===== config.mk =====
export PLATFORM = sky130hd
export DESIGN_NAME = pipe_mux_n_flat
export DESIGN_NICKNAME = d
export VERILOG_FILES = /design/src/rtl/pipe_mux_n_if.sv /design/src/rtl/pipe_mux_n.sv /design/src/flat_wrapper.sv
export SDC_FILE = /design/constraint.sdc
export NUM_CORES = 1
export LEC_CHECK = 0
export BUFFER_PORTS_ARGS = -buffer_cell sky130_fd_sc_hd__buf_2
export CAP_MARGIN = 10
export CORE_ASPECT_RATIO = 2
export CORE_MARGIN = 1
export CORE_UTILIZATION = 30
export DETAILED_ROUTE_END_ITERATION = 10
export PLACE_DENSITY_LB_ADDON = 0.2
export REMOVE_ABC_BUFFERS = 1
export SYNTH_ARGS = -nofsm -noshare
export SYNTH_HDL_FRONTEND = slang
export SYNTH_SLANG_ARGS = --single-unit

===== constraint.sdc =====
create_clock -name clk_i -period 3.2 [get_ports clk_i]
set_input_delay 0.64 -clock clk_i [delete_from_list [all_inputs] [get_ports clk_i]]
set_output_delay 0.64 -clock clk_i [all_outputs]
set_load 0.05 [all_outputs]

===== src/rtl/pipe_mux_n_if.sv =====
// -----------------------------------------------------------------------------
// pipe_mux_n_if : select/handshake bundle for pipe_mux_n
// Rev 1.0
// -----------------------------------------------------------------------------
`default_nettype none

interface pipe_mux_n_if #(
  parameter int SIZE   = 32,
  parameter int NUM_IN = 3,
  parameter int SEL_W  = 2
) ();
  logic [NUM_IN*SIZE-1:0] data_i;
  logic [SEL_W-1:0]       select_i;
  logic                   valid_i;
  logic                   stall_i;
  logic                   flush_i;
  logic [SIZE-1:0]        data_o;
  logic                   valid_o;
  logic                   sel_err_o;
  logic [7:0]             err_cnt_o;

  modport master (
    output data_i, select_i, valid_i, stall_i, flush_i,
    input  data_o, valid_o, sel_err_o, err_cnt_o
  );

  modport slave (
    input  data_i, select_i, valid_i, stall_i, flush_i,
    output data_o, valid_o, sel_err_o, err_cnt_o
  );
endinterface

`default_nettype wire


===== src/rtl/pipe_mux_n.sv =====
// -----------------------------------------------------------------------------
// pipe_mux_n : NUM_IN-way word select, STAGES-deep pipeline with stall/flush.
// Optional saturating error counter enabled by PIPE_MUX_ERRCNT_EN.
// Rev 1.0
// -----------------------------------------------------------------------------
`default_nettype none

module pipe_mux_n #(
  parameter int SIZE   = 32,
  parameter int NUM_IN = 3,
  parameter int SEL_W  = 2,
  parameter int STAGES = 1
) (
  input  wire logic     clk_i,
  input  wire logic     rst_i,
  pipe_mux_n_if.slave   bus_if
);

  logic [SIZE-1:0]   data_q [STAGES];
  logic [STAGES-1:0] valid_q;
  logic [STAGES-1:0] err_q;
  logic [SIZE-1:0]   last_good_q;
  logic [SIZE-1:0]   last_good_d;
  logic [SIZE-1:0]   pick;
  logic              in_range;
  logic              shift;

  // Out-of-range selects fall through to last_good, so no latch is possible.
  always_comb begin
    pick     = last_good_q;
    in_range = 1'b0;
    for (int k = 0; k < NUM_IN; k++) begin
      if (bus_if.select_i == SEL_W'(k)) begin
        pick     = bus_if.data_i[k*SIZE +: SIZE];
        in_range = 1'b1;
      end
    end
  end

  assign shift = ~bus_if.flush_i & ~bus_if.stall_i;

  always_comb begin
    last_good_d = last_good_q;
    if (shift && bus_if.valid_i && in_range) begin
      last_good_d = pick;
    end
  end

  always_ff @(posedge clk_i) begin
    if (rst_i) begin
      last_good_q <= '0;
    end else begin
      last_good_q <= last_good_d;
    end
  end

  always_ff @(posedge clk_i) begin
    if (rst_i || bus_if.flush_i) begin
      for (int i = 0; i < STAGES; i++) begin
        data_q[i] <= '0;
      end
      valid_q <= '0;
      err_q   <= '0;
    end else if (!bus_if.stall_i) begin
      data_q[0]  <= pick;
      valid_q[0] <= bus_if.valid_i;
      err_q[0]   <= ~in_range & bus_if.valid_i;
      for (int i = 1; i < STAGES; i++) begin
        data_q[i]  <= data_q[i-1];
        valid_q[i] <= valid_q[i-1];
        err_q[i]   <= err_q[i-1];
      end
    end
  end

  assign bus_if.data_o    = data_q[STAGES-1];
  assign bus_if.valid_o   = valid_q[STAGES-1];
  assign bus_if.sel_err_o = err_q[STAGES-1];

`ifdef PIPE_MUX_ERRCNT_EN
  logic [7:0] err_cnt_q;
  logic [7:0] err_cnt_d;

  always_comb begin
    err_cnt_d = err_cnt_q;
    if (shift && bus_if.valid_i && !in_range && (err_cnt_q != 8'hFF)) begin
      err_cnt_d = err_cnt_q + 8'd1;
    end
  end

  always_ff @(posedge clk_i) begin
    if (rst_i) begin
      err_cnt_q <= 8'd0;
    end else begin
      err_cnt_q <= err_cnt_d;
    end
  end

  assign bus_if.err_cnt_o = err_cnt_q;
`else
  assign bus_if.err_cnt_o = 8'd0;
`endif

endmodule

`default_nettype wire


===== src/flat_wrapper.sv =====
// flat-port wrapper written by rule: the top's interface ports become plain ports
module pipe_mux_n_flat 
#(
  parameter int SIZE   = 32,
  parameter int NUM_IN = 3,
  parameter int SEL_W  = 2,
  parameter int STAGES = 1
)
  (clk_i, rst_i, bus_if_data_i, bus_if_select_i, bus_if_valid_i, bus_if_stall_i, bus_if_flush_i, bus_if_data_o, bus_if_valid_o, bus_if_sel_err_o, bus_if_err_cnt_o);
  pipe_mux_n_if #(.SIZE(SIZE), .NUM_IN(NUM_IN), .SEL_W(SEL_W)) bus_if_i ();
  input  wire logic clk_i;
  input  wire logic rst_i;
  input wire logic [$bits(bus_if_i.data_i)-1:0] bus_if_data_i;
  input wire logic [$bits(bus_if_i.select_i)-1:0] bus_if_select_i;
  input wire logic [$bits(bus_if_i.valid_i)-1:0] bus_if_valid_i;
  input wire logic [$bits(bus_if_i.stall_i)-1:0] bus_if_stall_i;
  input wire logic [$bits(bus_if_i.flush_i)-1:0] bus_if_flush_i;
  output wire logic [$bits(bus_if_i.data_o)-1:0] bus_if_data_o;
  output wire logic [$bits(bus_if_i.valid_o)-1:0] bus_if_valid_o;
  output wire logic [$bits(bus_if_i.sel_err_o)-1:0] bus_if_sel_err_o;
  output wire logic [$bits(bus_if_i.err_cnt_o)-1:0] bus_if_err_cnt_o;
  assign bus_if_i.data_i = bus_if_data_i;
  assign bus_if_i.select_i = bus_if_select_i;
  assign bus_if_i.valid_i = bus_if_valid_i;
  assign bus_if_i.stall_i = bus_if_stall_i;
  assign bus_if_i.flush_i = bus_if_flush_i;
  assign bus_if_data_o = bus_if_i.data_o;
  assign bus_if_valid_o = bus_if_i.valid_o;
  assign bus_if_sel_err_o = bus_if_i.sel_err_o;
  assign bus_if_err_cnt_o = bus_if_i.err_cnt_o;
  pipe_mux_n #(.SIZE(SIZE), .NUM_IN(NUM_IN), .SEL_W(SEL_W), .STAGES(STAGES)) u_core (.clk_i(clk_i), .rst_i(rst_i), .bus_if(bus_if_i));
endmodule

==> out/results.tsv <==
stage	metric	value	unit
clock_tree	postCtsSetupBuffers	0	
die	die_w	74.46	µm
die	pin_count	145	
clock_tree	cts_hold_buf	0	
grt	first_global_vias	2261	
job	cap_violations	0	
clock_tree	clock_sinks	66	
synth	syn_avg_cell_area	15.67	µm²
routing	routedWlPerCell	16.63	µm
clock_tree	ctsResizeCount	0	
die	die_h	146.9	µm
cells_and_area	fin_area	4202	µm²
synth	synth_seq_cells	66	
critical_path	path_delay_family	simple AND/OR/NAND/NOR gates	
placement	dp_hpwl	5.692	mm
sta	fin_crit_sh	0.5945	
die	rows	52	
cells_and_area	post_route_cells_drive_above_1_share	0.6129	
synth	synth_warnings	0	
sta	rsz0062_at_grt	false	
power	power.density	533.2	nW/µm²
sta	slew_viol_final	0	
sta	period_minus_slack	1.902	ns
worst_hold_path	hp-class	register to register	
critical_path	crit_path_max_incr_delay	0.58	ns
die	core-area	10150	µm²
routing	drc	0	
power	leakage	1.901	nW
sta	timing.final.ws_setup	1.298	ns
clock_tree	htree_levels	3	
cells_and_area	fin_nets	439	
clock_tree	cts.clk_slew.worst_paths	0.05	ns
critical_path	critPathArrivalTime	2.17	ns
placement	dpl_cell_area	3911	µm²
clock_tree	cts-root-buf	clkbuf_16	
placement	gp_congestion	0.7801	
sta	skew	0.003602	ns
critical_path	path_cells	buf_2 -> nand2_1 -> and3_1 -> buf_4 -> a22o_1	
routing	firstDrtPassIters	4	
die	die_area	10940	µm²
cells_and_area	layout.cells.non_filler	476	
clock_tree	numCtsBuffers	9	
placement	port_buffers	136	
run_status	status	finished, final reports clean	
synth	synth_cell_types	22	
placement	dp.cells	460	
critical_path	cp_num_buf_inv	2	
cells_and_area	syn_to_final_growth	33.36	%
die	start_util	0.3104	
critical_path	worstSetupStartpointType	input pin	
sta	hold_slack	0.4736	ns
sta	slew_headroom	0.4321	
cells_and_area	antenna_cells	0	
sta	worst_slew_pin_slew	0.8488	ns
synth	ys_seq_area_frac	0.5210	
critical_path	critPathMaxFanout	19	
cells_and_area	fillerInstances	1006	
critical_path	crit_slowest_cell	and3_1	
grt	grt.overflow.total	0	
grt	track_usage	0.1538	
critical_path	worstSetupPathType	input pin to register	
sta	finalHoldViolCount	0	
sta	finalSetupViolCount	0	
routing	ant_nets	0	
grt	grt_pass1_wl	12.04	mm
placement	pre_cts_slack	0.9374	ns
synth	syn_inst	201	
clock_tree	cts_tree	done	
routing	vias	2263	
routing	dr.first_iter.drc_count	103	
routing	totalWireLength	7.917	mm
critical_path	worstPathRequired	3.46	ns
routing	vias_per_cell	4.754	
sta	fmax	0.5256	GHz
grt	grt_max_degree	34	
clock_tree	clockBufferDepth	2	
synth	syn_area	3151	µm²
critical_path	endpoint_kind	register	
power	peakVddDrop	0.2661	mV
clock_tree	clk-insertion-delay-late	0.32	ns
sta	tns	0	ns
grt	antenna_found_initial	0	
[logic make-up (layout without fill, tap and decap cells)]
logic type	count (synthesis)	after routing	share of synthesized area
buf+inv	27	160	0.06354
mux	32	32	0.2323
simple gates	40	40	0.08459
flops	66	66	0.5210
other cells	1	8	0.001190
compound gates	35	35	0.09730
[power breakdown]
part,switching [mW],internal (mW),leakage (nW)
combinational,0.208,0.143,1.11
clock,0.333,0.622,0.144
sequential,0.0127,0.921,0.647
total,0.554,1.69,1.90
[per-stage QoR]
step                utilization  power [mW]
floorplan                     -       1.164
global placement         0.3854       1.300
detailed placement       0.3854       1.305
CTS                      0.4140       2.263
global route             0.4140       2.325
finish                   0.4140       2.240
[Yosys cell counts (all sizes together)]
| cell type | instances | share of area |
|---|---|---|
| nor2 | 1 | 0.0012 |
| nor2b | 1 | 0.0028 |
| buf | 22 | 0.058 |
| nor3 | 3 | 0.0048 |
| a31oi | 1 | 0.0040 |
| nand2 | 2 | 0.0024 |
| mux4 | 32 | 0.23 |
| a22o | 32 | 0.089 |
| a21oi | 1 | 0.0016 |
| edfxtp | 32 | 0.31 |
| and2 | 32 | 0.071 |
| and3 | 1 | 0.0020 |
| dfxtp | 34 | 0.22 |
| a32oi | 1 | 0.0028 |
| clkbuf | 4 | 0.0048 |
| conb | 1 | 0.0012 |
| inv | 1 | 0.0012 |
[layout by cell type, fill, tap and decap left out, types with 2 or more instances in the layout]
master     instances
buf_4              6
a22o_1            32
mux4_2            29
edfxtp_1          32
buf_2            136
and2_1            12
dfxtp_1           34
and2_2            20
clkinv_2           2
clkbuf_1           3
nor3_1             2
conb_1             8
clkbuf_16          9
mux4_1             3
[layer usage]
layer	part of all wire	routed length (µm)	GRT usage	vias to the layer above
met5	0	0	0	-
met4	0.015	119	0.06038	0
met2	0.57	4531	0.2761	87
met3	0.048	383	0.03772	7
li1	-	-	-	1056
met1	0.36	2884	0.1661	1113
[worst paths after layout]
path | end | start | depth (start not counted) | slack [ns]
max reg2reg | u_core.data_q[0][15] | u_core.last_good_q[15] | 2 | 1.94
min | u_core.last_good_q[20] | u_core.last_good_q[20] | 1 | 0.47
min reg2reg | u_core.last_good_q[20] | u_core.last_good_q[20] | 1 | 0.47
max | u_core.last_good_q[3] | bus_if_select_i[0] | 5 | 1.30
[sequential cells by signal (all words and copies together), names as in the netlist]
register / cells
u_core.bus_if.sel_err_o: 1
u_core.bus_if.valid_o: 1
u_core.data_q: 32
u_core.last_good_q: 32
[worst reg2reg max path: cells and delay by family, from the launching register on]
| kind | cells | cell delay (ns) |
|---|---|---|
| and+or+nand+nor | 1 | 0.20 |
| muxes | 1 | 0.49 |
| DFF | 1 | 0.32 |
[final cells by class]
type	count	area, µm²	area share
clock inverters	3	40.04	0.009529
clock buffers	13	250.2	0.05956
well taps	135	168.9	0.04020
inverters	1	3.754	0.0008934
repair buffers	143	745.7	0.1775
multi-input cells	115	1351	0.3216
flip-flops and latches	66	1642	0.3907
Power figures use the tool's default switching activity.
